### src/rtl/clk_div_pkg.sv
// Shared definitions for the programmable clock divider.
//   - DIV_W_DEFAULT : default divisor width in bits
//   - DIV_MIN       : smallest divisor a channel accepts
//   - chan_state_e  : per-channel enable FSM states
//   - half_hi()     : number of counter states with the posedge flop high
package clk_div_pkg;

    localparam int DIV_W_DEFAULT = 8;
    localparam int DIV_MIN       = 2;

    typedef enum logic [1:0] {
        ST_IDLE     = 2'd0,
        ST_RUN      = 2'd1,
        ST_STOPPING = 2'd2
    } chan_state_e;

    // ceil(n/2): the posedge flop is high for this many counts of a period
    function automatic logic [31:0] half_hi(input logic [31:0] n);
        half_hi = (n >> 1) + {31'd0, n[0]};
    endfunction

endpackage

### src/rtl/clk_divider_prog_if.sv
// Control/status bundle of the programmable clock divider.
//   master : drives en, div_in, div_load, err_clr; observes status/clocks
//   slave  : the divider itself
//   en/div_load/div_busy/active/clk_out/rise_stb/div_err are one bit per channel,
//   div_in packs channel c's divisor in bits [c*DIV_W +: DIV_W].
interface clk_divider_prog_if
    import clk_div_pkg::*;
#(
    parameter int NUM_CH = 4,
    parameter int DIV_W  = DIV_W_DEFAULT
);

    logic [NUM_CH-1:0]       en;
    logic [NUM_CH*DIV_W-1:0] div_in;
    logic [NUM_CH-1:0]       div_load;
    logic                    err_clr;
    logic [NUM_CH-1:0]       div_busy;
    logic [NUM_CH-1:0]       active;
    logic [NUM_CH-1:0]       clk_out;
    logic [NUM_CH-1:0]       rise_stb;
    logic [NUM_CH-1:0]       div_err;

    modport master (
        output en, div_in, div_load, err_clr,
        input  div_busy, active, clk_out, rise_stb, div_err
    );

    modport slave (
        input  en, div_in, div_load, err_clr,
        output div_busy, active, clk_out, rise_stb, div_err
    );

endinterface

### src/rtl/clk_div_chan.sv
// One divider channel: period counter, posedge/negedge shaping flops,
// load handshake with sticky error, and the IDLE/RUN/STOPPING enable FSM.
//   clk, rst_n        : source clock, synchronous active-low reset
//   en                : run request
//   div_in, div_load  : divisor and one-cycle load strobe
//   err_clr           : clears the sticky error
//   div_busy, active  : load pending / channel toggling
//   clk_out, rise_stb : divided clock and its clk-domain rising strobe
//   div_err           : sticky rejected-load flag
module clk_div_chan
    import clk_div_pkg::*;
#(
    parameter int DIV_W   = DIV_W_DEFAULT,
    parameter int DIV_RST = 2
) (
    input  logic             clk,
    input  logic             rst_n,
    input  logic             en,
    input  logic [DIV_W-1:0] div_in,
    input  logic             div_load,
    input  logic             err_clr,
    output logic             div_busy,
    output logic             active,
    output logic             clk_out,
    output logic             rise_stb,
    output logic             div_err
);

    localparam logic [DIV_W-1:0] DIV_RST_V = DIV_W'(DIV_RST);
    localparam logic [DIV_W-1:0] DIV_MIN_V = DIV_W'(DIV_MIN);

    chan_state_e      state_q, state_d;
    logic [DIV_W-1:0] cnt_q, cnt_d;
    logic [DIV_W-1:0] div_cur_q, div_cur_d;
    logic [DIV_W-1:0] div_nxt_q, div_nxt_d;
    logic             pos_q, pos_d;
    logic             neg_q;
    logic             pend_q, pend_d;
    logic             err_q, err_d;
    logic             active_q, active_d;
    logic             stb_q, stb_d;
    logic             load_ok_s;
    logic             load_bad_s;
    logic             wrap_s;

    // Next-state logic: counter, shaping flop, divisor apply, load handshake, enable FSM
    always_comb begin
        state_d   = state_q;
        cnt_d     = cnt_q;
        pos_d     = pos_q;
        div_cur_d = div_cur_q;
        div_nxt_d = div_nxt_q;
        pend_d    = pend_q;

        load_ok_s  = div_load && !pend_q && (div_in >= DIV_MIN_V);
        load_bad_s = div_load && !load_ok_s;
        wrap_s     = (cnt_q == (div_cur_q - DIV_W'(1)));

        case (state_q)
            ST_IDLE: begin
                // nothing is toggling, so a pending divisor can go in straight away
                if (pend_q) begin
                    div_cur_d = div_nxt_q;
                    pend_d    = 1'b0;
                end else begin
                    div_cur_d = div_cur_q;
                end
                cnt_d = '0;
                if (en) begin
                    state_d = ST_RUN;
                    pos_d   = 1'b1;
                end else begin
                    state_d = ST_IDLE;
                    pos_d   = 1'b0;
                end
            end
            ST_RUN, ST_STOPPING: begin
                if (wrap_s) begin
                    // period boundary: only place a divisor change or a stop can happen
                    if (pend_q) begin
                        div_cur_d = div_nxt_q;
                        pend_d    = 1'b0;
                    end else begin
                        div_cur_d = div_cur_q;
                    end
                    cnt_d = '0;
                    if (en) begin
                        state_d = ST_RUN;
                        pos_d   = 1'b1;
                    end else begin
                        state_d = ST_IDLE;
                        pos_d   = 1'b0;
                    end
                end else begin
                    cnt_d   = cnt_q + DIV_W'(1);
                    pos_d   = ((32'(cnt_q) + 32'd1) < half_hi(32'(div_cur_q)));
                    state_d = en ? ST_RUN : ST_STOPPING;
                end
            end
            default: begin
                state_d = ST_IDLE;
                cnt_d   = '0;
                pos_d   = 1'b0;
            end
        endcase

        // load is only checked against the pend value seen this cycle, so a
        // load arriving in the apply cycle is still rejected
        if (load_ok_s) begin
            div_nxt_d = div_in;
            pend_d    = 1'b1;
        end else begin
            div_nxt_d = div_nxt_q;
        end

        // a fresh error outranks a simultaneous clear
        if (load_bad_s) begin
            err_d = 1'b1;
        end else if (err_clr) begin
            err_d = 1'b0;
        end else begin
            err_d = err_q;
        end

        active_d = (state_d != ST_IDLE);
        stb_d    = active_d && (cnt_d == '0);
    end

    // Posedge state registers with synchronous reset
    always_ff @(posedge clk) begin
        if (!rst_n) begin
            state_q   <= ST_IDLE;
            cnt_q     <= '0;
            div_cur_q <= DIV_RST_V;
            div_nxt_q <= DIV_RST_V;
            pos_q     <= 1'b0;
            pend_q    <= 1'b0;
            err_q     <= 1'b0;
            active_q  <= 1'b0;
            stb_q     <= 1'b0;
        end else begin
            state_q   <= state_d;
            cnt_q     <= cnt_d;
            div_cur_q <= div_cur_d;
            div_nxt_q <= div_nxt_d;
            pos_q     <= pos_d;
            pend_q    <= pend_d;
            err_q     <= err_d;
            active_q  <= active_d;
            stb_q     <= stb_d;
        end
    end

    // Half-cycle-delayed copy of pos_q, used to stretch odd-divisor high time by half a clock
    always_ff @(negedge clk) begin
        if (!rst_n) begin
            neg_q <= 1'b0;
        end else begin
            neg_q <= pos_q;
        end
    end

    // AND of flops switching on opposite edges cannot glitch
    assign clk_out  = div_cur_q[0] ? (pos_q & neg_q) : pos_q;
    assign div_busy = pend_q;
    assign active   = active_q;
    assign rise_stb = stb_q;
    assign div_err  = err_q;

endmodule

### src/rtl/clk_divider_prog.sv
// Runtime-programmable multi-channel 50%-duty clock divider.
//   clk   : source clock
//   rst_n : synchronous active-low reset
//   bus   : per-channel enable/divisor load/status and divided clocks
//           (see clk_divider_prog_if), err_clr fans out to every channel
module clk_divider_prog
    import clk_div_pkg::*;
#(
    parameter int NUM_CH  = 4,
    parameter int DIV_W   = DIV_W_DEFAULT,
    parameter int DIV_RST = 2
) (
    input logic                clk,
    input logic                rst_n,
    clk_divider_prog_if.slave  bus
);

    logic [NUM_CH-1:0] busy_s;
    logic [NUM_CH-1:0] active_s;
    logic [NUM_CH-1:0] clk_out_s;
    logic [NUM_CH-1:0] stb_s;
    logic [NUM_CH-1:0] err_s;

    for (genvar c = 0; c < NUM_CH; c++) begin : g_ch
        clk_div_chan #(
            .DIV_W   (DIV_W),
            .DIV_RST (DIV_RST)
        ) u_chan (
            .clk      (clk),
            .rst_n    (rst_n),
            .en       (bus.en[c]),
            .div_in   (bus.div_in[c*DIV_W +: DIV_W]),
            .div_load (bus.div_load[c]),
            .err_clr  (bus.err_clr),
            .div_busy (busy_s[c]),
            .active   (active_s[c]),
            .clk_out  (clk_out_s[c]),
            .rise_stb (stb_s[c]),
            .div_err  (err_s[c])
        );
    end

    assign bus.div_busy = busy_s;
    assign bus.active   = active_s;
    assign bus.clk_out  = clk_out_s;
    assign bus.rise_stb = stb_s;
    assign bus.div_err  = err_s;

endmodule

### src/flat_wrapper.sv
// flat-port wrapper written by rule: the top's interface ports become plain ports
module clk_divider_prog_flat import clk_div_pkg::*;
#(
    parameter int NUM_CH  = 4,
    parameter int DIV_W   = DIV_W_DEFAULT,
    parameter int DIV_RST = 2
)
  (clk, rst_n, bus_en, bus_div_in, bus_div_load, bus_err_clr, bus_div_busy, bus_active, bus_clk_out, bus_rise_stb, bus_div_err);
  clk_divider_prog_if #(.NUM_CH(NUM_CH), .DIV_W(DIV_W)) bus_i ();
  input logic clk;
  input logic rst_n;
  input wire logic [$bits(bus_i.en)-1:0] bus_en;
  input wire logic [$bits(bus_i.div_in)-1:0] bus_div_in;
  input wire logic [$bits(bus_i.div_load)-1:0] bus_div_load;
  input wire logic [$bits(bus_i.err_clr)-1:0] bus_err_clr;
  output wire logic [$bits(bus_i.div_busy)-1:0] bus_div_busy;
  output wire logic [$bits(bus_i.active)-1:0] bus_active;
  output wire logic [$bits(bus_i.clk_out)-1:0] bus_clk_out;
  output wire logic [$bits(bus_i.rise_stb)-1:0] bus_rise_stb;
  output wire logic [$bits(bus_i.div_err)-1:0] bus_div_err;
  assign bus_i.en = bus_en;
  assign bus_i.div_in = bus_div_in;
  assign bus_i.div_load = bus_div_load;
  assign bus_i.err_clr = bus_err_clr;
  assign bus_div_busy = bus_i.div_busy;
  assign bus_active = bus_i.active;
  assign bus_clk_out = bus_i.clk_out;
  assign bus_rise_stb = bus_i.rise_stb;
  assign bus_div_err = bus_i.div_err;
  clk_divider_prog #(.NUM_CH(NUM_CH), .DIV_W(DIV_W), .DIV_RST(DIV_RST)) u_core (.clk(clk), .rst_n(rst_n), .bus(bus_i));
endmodule
### config.mk
export PLATFORM = sky130hd
export DESIGN_NAME = clk_divider_prog_flat
export DESIGN_NICKNAME = d
export VERILOG_FILES = /design/src/rtl/clk_div_pkg.sv /design/src/rtl/clk_divider_prog_if.sv /design/src/rtl/clk_div_chan.sv /design/src/rtl/clk_divider_prog.sv /design/src/flat_wrapper.sv
export SDC_FILE = /design/constraint.sdc
export NUM_CORES = 1
export LEC_CHECK = 0
export CAP_MARGIN = 25
export CORE_MARGIN = 3
export CORE_UTILIZATION = 30
export DETAILED_ROUTE_END_ITERATION = 10
export GPL_TIMING_DRIVEN = 1
export SLEW_MARGIN = 5
export SYNTH_ARGS = -nofsm -noshare
export SYNTH_HDL_FRONTEND = slang
export SYNTH_SLANG_ARGS = --single-unit
### constraint.sdc
create_clock -name clk -period 3.5 [get_ports clk]
set_input_delay 0.525 -clock clk [delete_from_list [all_inputs] [get_ports clk]]
set_output_delay 0.525 -clock clk [all_outputs]
set_load 0.005 [all_outputs]
==> flow_summary_export.csv, run 1 <==
group,metric,value,unit
status,status,"complete, no violations",
timing,hold_viol_final,0,
power,switching_power,1170,uW
placed_design,gp_congestion,0.841,
die,die_height,170,um
power,power_density,423,mW/mm^2
placed_design,dp_hpwl,14900,um
clock_tree,clk_pin_slew,0.06,ns
global_routing,grt_max_degree,40,
setup_path,r2r-end,"u_core.g_ch[0].u_chan.div_cur_q[0]",
logic_synthesis,ys.warnings.count,0,
timing,slew_viol_final,0,
power,power.share.combinational,14.9,%
logic_synthesis,synth_edf_count,0,
route,wl,20000,um
route,drc,0,
timing,holdWs,0.471,ns
timing,worst_slew_pin_slew,0.961,ns
clock_tree,cts.sinks,128,
die,ios,63,
logic_synthesis,synth_area,0.00811,sq mm
clock_tree,cts_max_path_buffers,2,
logic_synthesis,async_flop_share,0,%
timing,rsz0062_at_grt,"false",
setup_path,cp_max_fo,1,
clock_tree,cts_tree,"yes",
power,p_leak,0.00373,uW
min_path,hold_class,"register to register",
power,intPower,2800,uW
placed_design,postPlaceCellArea,0.00882,sq mm
global_routing,antenna_found_initial,0,
die,core_area,0.0263,sq mm
power,p_seq_share,41.0,%
route,drt.antenna.violating_nets,0,
die,die_w,170,um
logic_synthesis,syn_inst,991,
placed_design,portBuffers,62,
clock_tree,clk_latency,0.45,ns
run,drv_cap,0,
logic_synthesis,synth_fp_nets,1086,
route,vias_per_cell,5.18,
setup_path,crit_path_end,"bus_clk_out[2]",
route,via_count,6981,
setup_path,timing.rr.start,"u_core.g_ch[0].u_chan.div_cur_q[0]",
timing,timing.slew.headroom,35.8,%
timing,setup_viol,0,
power,p_sw_share,29.4,%
setup_path,path_class,"register to output pin",
logic_synthesis,synth-seq-area-share,31.6,%
route,drt_iter0_drc,421,
die,start_util,30.9,%
logic_synthesis,synth.avg_cell_area,8.18,sq um
logic_synthesis,synth_cell_types,61,
clock_tree,root_buffer,"clkbuf_16",
timing,finalClockSkew,0.0360,ns
global_routing,grt_first_pass_wirelength,33700,um
route,routedWlPerCell,14.8,um
logic_synthesis,ys_ff_latch,128,
global_routing,grt_overflow_total,0,
global_routing,grt_pass1_vias,6691,
cells_and_area,fillers,2670,
setup_path,crit_arrival,2.91,ns
route,dr.pass1.iters,5,
global_routing,grt_usage,14.1,%
die,dieArea,0.0290,sq mm
timing,fin_tns_setup,0,ns
setup_path,reg2reg_slack,0.51,ns
logic_synthesis,ys.flop_type,"dfxtp_1",
setup_path,startpoint_type,"register",
cells_and_area,syn_to_final_growth,15.9,%
setup_path,crit_start,"u_core.g_ch[2].u_chan.neg_q",
cells_and_area,fin_area,0.00940,sq mm
cells_and_area,diodes,0,
power,pwr-share-clk,44.1,%
cells_and_area,nets,1094,
setup_path,end_kind,"output pin",
setup_path,worstRegToRegCells,8,
cells_and_area,drive_gt1_share,5.93,%
die,rows,59,
clock_tree,htreeDepth,4,
cells_and_area,final-instance-count-excl-fill,1347,
clock_tree,cts_made_buffers,17,
clock_tree,cts_setup_buffers,0,
power,vdd_drop_max,0.242,mV
setup_path,worstPathRequired,2.97,ns
placed_design,dpl.cell_count,1312,
==> flip-flops by register name (all words and copies together), names as in the netlist <==
signal and flops:
u_core.g_ch.u_chan.active 4, u_core.g_ch.u_chan.cnt_q 32, u_core.g_ch.u_chan.div_busy 4, u_core.g_ch.u_chan.div_cur_q 32, u_core.g_ch.u_chan.div_err 4, u_core.g_ch.u_chan.div_nxt_q 32
u_core.g_ch.u_chan.neg_q 4, u_core.g_ch.u_chan.pos_q 4, u_core.g_ch.u_chan.rise_stb 4, u_core.g_ch.u_chan.state_q 8
==> area by class of cell <==
| class | instances | area (sq um) | share of cell area (%) |
|---|---|---|---|
| tap | 335 | 419 | 4.46 |
| timing repair buffer | 72 | 686 | 7.30 |
| sequential | 128 | 2560 | 27.3 |
| clock buffer | 17 | 425 | 4.53 |
| inverter | 48 | 180 | 1.92 |
| clock inverter | 19 | 160 | 1.70 |
| multi-input combinational | 728 | 4970 | 52.8 |
==> worst min-delay path by stage <==
stage | start | endpoint | slack (ns) | cells after the start
after floorplan | u_core.g_ch[3].u_chan.div_nxt_q[1] | u_core.g_ch[3].u_chan.div_nxt_q[1] | 0.44 | 2
after global placement | u_core.g_ch[0].u_chan.div_err | u_core.g_ch[0].u_chan.div_err | 0.45 | 2
after detailed placement | u_core.g_ch[3].u_chan.div_err | u_core.g_ch[3].u_chan.div_err | 0.46 | 2
after CTS | u_core.g_ch[0].u_chan.div_err | u_core.g_ch[0].u_chan.div_err | 0.48 | 2
after global routing | u_core.g_ch[0].u_chan.div_err | u_core.g_ch[0].u_chan.div_err | 0.49 | 2
final | u_core.g_ch[0].u_chan.div_err | u_core.g_ch[0].u_chan.div_err | 0.47 | 2
==> routing by layer <==
layer / vias to the layer above / global-route usage [%] / part of all wire [%]
li1: 3571 / - / -
met1: 3275 / 19.3 / 50
met2: 122 / 22.8 / 46
met3: 13 / 2.93 / 3.6
met4: 0 / 3.77 / 0.74
met5: - / 0 / 0
==> placed cells by master, fill, tap and decap left out, types with 12 or more instances in the layout <==
cell and instances:
dfxtp_1 128, nor2_1 90, nand3_1 78, clkdlybuf4s50_1 57, nand2_1 56, nand4_1 54
inv_1 52, ha_1 52, xnor2_1 40, xor2_1 40, a21oi_1 28, and3_1 27
mux2i_1 27, nor2b_1 19, o21ai_0 18, a22oi_1 18, clkbuf_16 17, nand2b_1 14
nor3_1 13, nor4_1 12
==> critical path, cell delays in order (launching register included) <==
cell           delay [ns]
dfxtp_1              0.30
o21a_1               0.15
dlygate4sd2_1        0.26
==> cells in the mapped netlist (all sizes together), types with 28 or more instances <==
cell | count | area share, %
clkbuf | 54 | 2.5
nand4 | 54 | 4.2
ha | 52 | 8.0
inv | 49 | 2.3
nor2 | 90 | 4.2
nand3 | 78 | 4.8
xor2 | 40 | 4.3
buf | 32 | 2.5
a21oi | 28 | 1.7
dfxtp | 128 | 32
nand2 | 56 | 2.6
xnor2 | 40 | 4.3
==> cell families after synthesis <==
kind of cell               Yosys count  synth area share [%]
and+or+nand+nor                    410                  26.5
muxes                               28                  3.47
adders and majority gates           52                  8.02
DFF                                128                  31.6
xor gates and xnor gates            80                  8.64
buffers and inverters              135                  7.27
AOI/OAI and AO/OA                  158                  14.5
==> power groups by stage <==
stage / sequential [uW] / clock, uW / combinational [uW]
global route: 1640 / 1870 / 660
global placement: 1660 / 8.90 / 590
finish: 1630 / 1750 / 591
CTS: 1630 / 1800 / 594
floorplan: 1600 / 8.90 / 456
detailed placement: 1660 / 8.90 / 593
==> metrics by stage <==
step	utilization, %	setup WS [ns]	total power [uW]
floorplan	-	0.265	2070
global placement	33.6	0.332	2260
detailed placement	33.6	0.328	2260
CTS	35.8	0.0447	4020
global route	35.8	0.0174	4170
finish	35.8	0.0627	3970
==> repair_timing <==
item                                    in CTS  in global routing
gates resized for setup                      4                  0
hold buffers                                 0                  0
endpoints found under the setup margin       4                  0
Note: power is estimated with default switching activity, not from simulation.
==> run 2, diff against run 1 <==
--- a/config.mk
+++ b/config.mk
@@ -10,6 +10,7 @@
 export CORE_UTILIZATION = 30
 export DETAILED_ROUTE_END_ITERATION = 10
 export GPL_TIMING_DRIVEN = 1
+export REMOVE_ABC_BUFFERS = 1
 export SLEW_MARGIN = 5
 export SYNTH_ARGS = -nofsm -noshare
 export SYNTH_HDL_FRONTEND = slang
==> run 2 against run 1 <==
Flip-flop and latch count did not move; sequential power about the same; count of clock-buffer cells in the layout increased by 7; final cell count up 0.30%; combinational power about the same.
==> flow_summary_export.csv, run 2 (synthesized netlist as in run 1, its figures left out) <==
group,metric,value,unit
status,status,"complete, no violations",
route,drt.antenna.violating_nets,0,
setup_path,worstRegToRegCells,8,
cells_and_area,final_cell_mix,"dfxtp_1, nor2_1, nand3_1",
min_path,hold_path_end,"u_core.g_ch[3].u_chan.div_nxt_q[1]",
power,p_sw_share,27.3,%
power,pwr-share-clk,46.9,%
clock_tree,cts_max_path_buffers,2,
global_routing,grt_max_degree,40,
clock_tree,postCtsHoldBufs,0,
die,core_area,0.0263,sq mm
route,wl,19900,um
min_path,hp-start,"rst_n",
timing,rsz0062_at_grt,"false",
timing,slew_viol_final,0,
global_routing,grt_usage,14.1,%
die,start_util,30.9,%
power,vdd_drop_max,0.215,mV
die,die_w,170,um
clock_tree,clk_pin_slew,0.06,ns
route,dr.pass1.iters,7,
timing,worst_slew_pin_slew,0.728,ns
clock_tree,cts_tree,"yes",
timing,setup_viol,0,
setup_path,worstPathRequired,2.97,ns
timing,finalClockSkew,0.0225,ns
global_routing,grt_overflow_total,0,
clock_tree,clk_latency,0.44,ns
timing,hold_viol_final,0,
setup_path,crit_arrival,2.90,ns
min_path,hold_class,"input pin to register",
cells_and_area,syn_to_final_growth,17.2,%
die,rows,59,
placed_design,gp_congestion,0.825,
route,drt_iter0_drc,373,
placed_design,dpl.cell_count,1316,
global_routing,grt_first_pass_wirelength,33700,um
clock_tree,cts_made_buffers,17,
route,routedWlPerCell,14.7,um
global_routing,antenna_found_initial,0,
clock_tree,root_buffer,"clkbuf_16",
clock_tree,cts.sinks,128,
route,drc,0,
power,intPower,3040,uW
timing,timing.slew.headroom,51.0,%
power,p_leak,0.00379,uW
cells_and_area,final-instance-count-excl-fill,1351,
route,via_count,6975,
setup_path,path_buf_inv,1,
run,drv_cap,0,
die,ios,63,
power,power.share.combinational,14.2,%
clock_tree,cts_resized,4,
power,power_density,440,mW/mm^2
setup_path,path_delay_family,"flip-flops",
cells_and_area,final_common_cell,"dfxtp_1",
placed_design,dp_hpwl,14700,um
clock_tree,cts_setup_buffers,0,
cells_and_area,diodes,0,
setup_path,max_stage_delay,0.28,ns
setup_path,crit_chain,"o21a_1 > dlygate4sd2_1",
route,vias_per_cell,5.16,
power,p_seq_share,38.9,%
placed_design,portBuffers,62,
setup_path,reg2reg_slack,0.67,ns
setup_path,cp_slowest_cell,"dfxtp_1",
global_routing,grt_pass1_vias,6654,
power,fin_total_pwr,4180,uW
setup_path,startpoint_type,"register",
timing,fin_tns_setup,0,ns
setup_path,timing.rr.start,"u_core.g_ch[0].u_chan.div_cur_q[0]",
die,die_height,170,um
die,dieArea,0.0290,sq mm
setup_path,path_class,"register to output pin",
power,switching_power,1140,uW
min_path,whs_path_depth,2,
cells_and_area,nets,1098,
cells_and_area,largest_registers,"u_core.g_ch.u_chan.cnt_q (32), u_core.g_ch.u_chan.div_cur_q (32), u_core.g_ch.u_chan.div_nxt_q (32)",
setup_path,end_kind,"output pin",
setup_path,r2r-end,"u_core.g_ch[0].u_chan.div_cur_q[0]",
clock_tree,htreeDepth,4,
setup_path,cp_max_fo,1,
cells_and_area,drive_gt1_share,6.10,%
==> run 2: cell types whose count changed in the layout (fill, tap and decap cells not counted), sizes merged <==
| cell | before | now |
|---|---|---|
| buf | 11 | 15 |
| clkbuf | 17 | 24 |
| clkinvlp | 1 | 0 |
| inv | 62 | 56 |
==> run 2: worst reg2reg max path, stage by stage (launching register included) <==
cell and delay [ns]:
dfxtp_1 0.53, inv_1 0.13, ha_1 0.30, and2_1 0.20
o21a_1 0.19, o31ai_1 0.33, nand4_1 0.30, or4b_2 0.69
nand3_1 0.10
==> run 2: per-stage QoR <==
step,area (sq um),utilization [%],setup slack [ns],hold slack [ns]
CTS,9500,36.2,0.0473,0.461
finish,9500,36.2,0.0718,0.467
floorplan,7700,-,0.786,0.440
global placement,8840,33.6,0.305,0.461
detailed placement,8840,33.6,0.299,0.472
global route,9500,36.2,0.0148,0.484
==> run 2: how the worst max path moves through the flow <==
| stage | start | end | cells after the start |
|---|---|---|---|
| after floorplan | u_core.g_ch[0].u_chan.neg_q | bus_clk_out[0] | 1 |
| after CTS | u_core.g_ch[0].u_chan.neg_q | bus_clk_out[0] | 2 |
| after detailed placement | u_core.g_ch[0].u_chan.neg_q | bus_clk_out[0] | 2 |
| after global routing | u_core.g_ch[2].u_chan.neg_q | bus_clk_out[2] | 2 |
| final | u_core.g_ch[0].u_chan.neg_q | bus_clk_out[0] | 2 |
| after global placement | u_core.g_ch[0].u_chan.neg_q | bus_clk_out[0] | 2 |
==> run 2: layer usage <==
metal  routed length [um]  vias to the layer above  track usage, %
met5                    0                        -               0
met4                  202                        0            3.49
met3                  798                       16            3.37
met2                 8990                      117            22.3
met1                 9940                     3276            19.4
li1                     -                     3566               -
==> run 2: area by class of cell <==
cell class	instances	area [sq um]
clock buffers	24	578
flip-flops and latches	128	2560
multi-input cells	728	4960
well taps	335	419
clock inverters	12	92.6
repair buffers	76	716
fillers	2711	16800
inverters	48	180
==> run 2: power by group through the flow <==
| stage | Combinational [uW] | Sequential, uW | Clock (uW) |
|---|---|---|---|
| detailed placement | 599 | 1660 | 8.90 |
| floorplan | 371 | 1630 | 8.90 |
| finish | 594 | 1630 | 1960 |
| global placement | 593 | 1660 | 8.90 |
| CTS | 598 | 1630 | 2020 |
| global route | 665 | 1640 | 2080 |
==> run 3, diff against run 2 <==
==> constraint.sdc (replaced) <==
create_clock -name clk -period 3.8 [get_ports clk]
set_input_delay 0.57 -clock clk [delete_from_list [all_inputs] [get_ports clk]]
set_output_delay 0.57 -clock clk [all_outputs]
set_load 0.005 [all_outputs]
==> run 3 against run 2 <==
Via count rose by 1.3%; clock skew is 0.0051 ns higher; combinational power shrank 8.8%; largest power group unchanged; count of clock-buffer cells in the layout rose by 3; setup slack improved by 0.095 ns; sequential power fell by 8%.
==> flow_summary_export.csv, run 3 (synthesized netlist as in run 1, its figures left out) <==
group,metric,value,unit
route,drc,0,
clock_tree,clk_latency,0.44,ns
die,rows,59,
timing,hold_viol_final,0,
die,dieArea,0.0290,sq mm
cells_and_area,nets,1093,
timing,worst_slack,0.167,ns
placed_design,preCtsSetupSlack,0.394,ns
cells_and_area,final-instance-count-excl-fill,1345,
die,ios,63,
clock_tree,cts_max_path_buffers,2,
clock_tree,htreeDepth,4,
route,dr.pass1.iters,5,
setup_path,timing.rr.start,"u_core.g_ch[0].u_chan.div_cur_q[0]",
cells_and_area,final_common_cell,"dfxtp_1",
cells_and_area,drive_gt1_share,5.35,%
global_routing,grt_usage,14.1,%
setup_path,crit_arrival,3.06,ns
timing,finalClockSkew,0.0275,ns
setup_path,r2r-end,"u_core.g_ch[0].u_chan.div_cur_q[0]",
global_routing,antenna_found_initial,0,
route,via_count,7064,
power,power_density,392,mW/mm^2
clock_tree,cts.sinks,128,
placed_design,postPlaceCellArea,0.00880,sq mm
route,routedWlPerCell,15.0,um
clock_tree,cts_setup_buffers,0,
placed_design,portBuffers,62,
clock_tree,cts_resized,4,
global_routing,top_usage_layer,"met2",
placed_design,dpl.cell_count,1311,
min_path,whs_path_depth,2,
global_routing,grt_pass1_vias,6781,
cells_and_area,fillers,2736,
route,drt.antenna.violating_nets,0,
die,start_util,30.9,%
timing,slew_viol_final,0,
status,status,"complete, no violations",
setup_path,startpoint_type,"register",
cells_and_area,final_cell_mix,"dfxtp_1, nor2_1, nand3_1",
clock_tree,clk_pin_slew,0.05,ns
run,drv_cap,0,
timing,setup_viol,0,
route,vias_per_cell,5.25,
setup_path,cp_max_fo,1,
setup_path,worstRegToRegCells,8,
die,core_area,0.0263,sq mm
setup_path,reg2reg_slack,0.77,ns
placed_design,gp_congestion,0.849,
global_routing,grt_overflow_total,0,
min_path,hp-start,"u_core.g_ch[2].u_chan.div_nxt_q[2]",
route,wl,20200,um
cells_and_area,largest_registers,"u_core.g_ch.u_chan.cnt_q (32), u_core.g_ch.u_chan.div_cur_q (32), u_core.g_ch.u_chan.div_nxt_q (32)",
power,vdd_drop_max,0.202,mV
clock_tree,postCtsHoldBufs,0,
cells_and_area,syn_to_final_growth,16.0,%
timing,rsz0062_at_grt,"false",
cells_and_area,fin_area,0.00941,sq mm
global_routing,use_met1,18.8,%
placed_design,dp_hpwl,14600,um
timing,holdWs,0.485,ns
cells_and_area,multi_input_area,0.00496,sq mm
min_path,hold_class,"register to register",
timing,fin_tns_setup,0,ns
min_path,hold_path_end,"u_core.g_ch[2].u_chan.div_nxt_q[2]",
cells_and_area,diodes,0,
clock_tree,cts_tree,"yes",
die,die_w,170,um
clock_tree,cts_made_buffers,17,
timing,timing.slew.headroom,41.3,%
cells_and_area,regArea,0.00256,sq mm
timing,worst_slew_pin_slew,0.871,ns
global_routing,grt.met2_usage,22.9,%
global_routing,grt_max_degree,40,
global_routing,grt_use_met3,3.41,%
route,drt_iter0_drc,410,
global_routing,grt_first_pass_wirelength,33800,um
setup_path,path_class,"register to output pin",
setup_path,worstPathRequired,3.23,ns
clock_tree,root_buffer,"clkbuf_16",
power,p_leak,0.00374,uW
setup_path,end_kind,"output pin",
die,die_height,170,um
==> run 3: worst max path at each step <==
| stage | from | end | slack, ns | cells after the start |
|---|---|---|---|---|
| finish | u_core.g_ch[0].u_chan.neg_q | bus_clk_out[0] | 0.17 | 2 |
| global route | u_core.g_ch[0].u_chan.neg_q | bus_clk_out[0] | 0.11 | 2 |
| CTS | u_core.g_ch[0].u_chan.neg_q | bus_clk_out[0] | 0.15 | 2 |
| detailed placement | u_core.g_ch[0].u_chan.neg_q | bus_clk_out[0] | 0.39 | 2 |
| global placement | u_core.g_ch[0].u_chan.neg_q | bus_clk_out[0] | 0.39 | 2 |
| floorplan | u_core.g_ch[0].u_chan.neg_q | bus_clk_out[0] | 0.89 | 1 |
==> run 3: layout make-up <==
type                       instances  area share [%]
clock buffer                      27            6.12
clock inverter                     8           0.359
inverter                          48            1.92
multi-input combinational        728            52.7
sequential                       128            27.2
tap                              335            4.46
timing repair buffer              71            7.21
==> run 3: critical path, cell delays in order, from the launching register on <==
cell	delay, ns
dfxtp_1	0.29
o21a_1	0.18
dlygate4sd2_1	0.27
==> run 3: routing by layer <==
layer	share of wire, %	routed length, um	up-vias
met3	4.4	888	15
met1	49	9820	3335
met5	0	0	-
met4	1.1	223	0
li1	-	-	3557
met2	46	9300	157
==> run 3: metrics by stage <==
step	power (uW)	utilization (%)
after CTS	3720	35.8
after global placement	2080	33.5
after floorplan	1850	-
after global routing	3860	35.8
after detailed placement	2080	33.5
final	3680	35.8
==> run 3: power breakdown <==
group | leakage (uW) | internal (uW) | switching [uW]
logic | 0.00237 | 242 | 300
clock network | 0.000324 | 1030 | 608
registers | 0.00104 | 1410 | 88.6
total | 0.00374 | 2690 | 997
==> RTL change (config.mk and constraints of run 2) <==
Change the package constant `DIV_W_DEFAULT` from 8 to 6.
--- a/src/rtl/clk_div_pkg.sv
+++ b/src/rtl/clk_div_pkg.sv
@@ -7,3 +7,3 @@
 
-    localparam int DIV_W_DEFAULT = 8;
+    localparam int DIV_W_DEFAULT = 6;
     localparam int DIV_MIN       = 2;
Ports: changed (resized bus_div_in); port bits go from 63 to 55. The function was not compared with the original's and may differ.
==> RTL change against run 2 <==
- clock power shrank 50%
- critical path type unchanged
- wire length shrank 29%
- die area shrank 22%
- sequential share of layout area grew 2.1 points
- synthesized area shrank 23%
- sequential cell count shrank 24
- design area shrank 25%
- power shrank 34%
- global-route usage shrank 1.1 points
- clock skew grew 0.031 ns
- register-to-register slack gained 0.30 ns
- hold slack lost 0.011 ns
- worst setup slack gained 0.018 ns
==> RTL change: results (changes against run 2) <==
Setup WS pre-CTS 0.284 ns (-0.0150 ns); critical path peak fanout 1 (unchanged); VDD IR max 0.000215 V (about the same); sequential fraction of the synthesis area 0.332 (+0.0156); initial antenna violation count 2 (+2); Synth Flop Type dfxtp_1; vias in the first global route 4808 (-28%); Critical Path Start u_core.g_ch[2].u_chan.neg_q; ant diodes 0 (unchanged); setup repair bufs after CTS 0 (unchanged); largest cells by area after synthesis dfxtp_1 33%, ha_1 9.6%, xnor2_1 4.6%; fraction of registers with async set/reset 0 (unchanged); total power 2.74 mW (-34%); Leakage 2.90 nW (-23%); top post-synthesis cells by count 104 x dfxtp_1, 70 x nand2_1, 70 x nor2_1; Critical R2R Capture u_core.g_ch[0].u_chan.rise_stb; Starting DRT DRC Count 303 (-19%); final worst clock skew 0.0536 ns (+0.0311 ns); Reg clk slew, reported paths 0.07 ns; drt via density 4.86 (-5.8%); clk_lat worst skew 0.40 ns (-0.04 ns); count of different cell masters after synthesis 66 (+8.2%); worst setup path end bus_clk_out[2]; top flop regs u_core.g_ch.u_chan.cnt_q x24, u_core.g_ch.u_chan.div_cur_q x24, u_core.g_ch.u_chan.div_nxt_q x24; Reg2Reg Depth 7 (-1); Num CTS Buffers 9 (-8); fillers 2125 (-22%); final net count 839 (-24%); share of cells above drive strength 1 0.0513 (-0.00971); CTS max path bufs 2 (unchanged); largest net degree at the start of global routing 37 (-7.5%); Crit path arrival time 2.89 ns (about the same); Worst Max-Slew Pin Slew 0.926 ns (+0.198 ns); average wire per standard cell 13.8 um (-6.6%); drt pass-1 iters 5 (-2); GRT Util Overall 0.130 (-0.0108); port buffer count 54 (-13%); Synth Instances 737 (-26%); global-route wire length before repair 23900 um (-29%); CP max stage delay 0.29 ns; HPWL Detailed 10800 um (-27%); post_cts resized 4 (unchanged); placed instance area 6880 um2 (-22%); H-tree Lvls 3 (-1); final setup fails 0 (unchanged); fin cells 1030 (-24%); global placement routability congestion 0.821 (-0.41%); final instance area 7170 um2 (-25%); cell family with most CP delay flip-flops; clk root buf clkbuf_16; final setup margin 0.0897 ns (+0.0178 ns); worst hold path type reg -> reg; flop-to-flop setup slack 0.97 ns (+0.30 ns); hold path startpoint u_core.g_ch[0].u_chan.div_nxt_q[0]; reg2reg start u_core.g_ch[0].u_chan.div_cur_q[0]; outcome complete, no violations
RTL change: power by group:
part / switching (mW) / internal [mW]
Sequential: 0.0619 / 1.25
Combinational: 0.237 / 0.207
Clock: 0.467 / 0.522
Total: 0.766 / 1.98
RTL change: worst reg2reg max path, stage by stage (launching register included):
cell,delay [ns]
dfxtp_1,0.47
inv_1,0.10
ha_1,0.24
xnor2_1,0.31
o32ai_1,0.19
a2111oi_4,0.50
and2_1,0.45
o221ai_2,0.13
RTL change: layout make-up:
type	instances	area share
Multi-Input combinational cell	535	0.520
Sequential cell	104	0.291
Timing Repair Buffer	58	0.0782
Tap cell	270	0.0471
Clock buffer	10	0.0320
Inverter	44	0.0230
Clock inverter	9	0.00873
RTL change: worst min path at each step:
stage,endpoint,slack [ns],depth (start not counted)
after global placement,u_core.g_ch[0].u_chan.div_cur_q[0],0.44,2
after detailed placement,u_core.g_ch[0].u_chan.div_nxt_q[2],0.45,2
after floorplan,u_core.g_ch[0].u_chan.div_cur_q[0],0.43,2
after CTS,u_core.g_ch[0].u_chan.div_nxt_q[2],0.46,2
after global routing,u_core.g_ch[0].u_chan.div_nxt_q[3],0.48,2
final,u_core.g_ch[0].u_chan.div_cur_q[0],0.46,2
RTL change: cells by family after synthesis:
group                      Yosys count  share of synthesized area
AOI/OAI and AO/OA                  131                      0.169
xor gates and xnor gates            60                     0.0837
adders and majority gates           48                     0.0957
buffers and inverters               98                     0.0743
DFF                                104                      0.332
muxes                               15                     0.0239
and+or+nand+nor                    281                      0.222
RTL change: layer usage:
metal / vias to the layer above / part of all wire / track usage / wire length, um
li1: 2609 / - / - / -
met1: 2303 / 0.49 / 0.176 / 6890
met2: 75 / 0.45 / 0.205 / 6360
met3: 19 / 0.048 / 0.0319 / 685
met4: 4 / 0.017 / 0.0399 / 236
met5: - / 0.0019 / 0 / 27
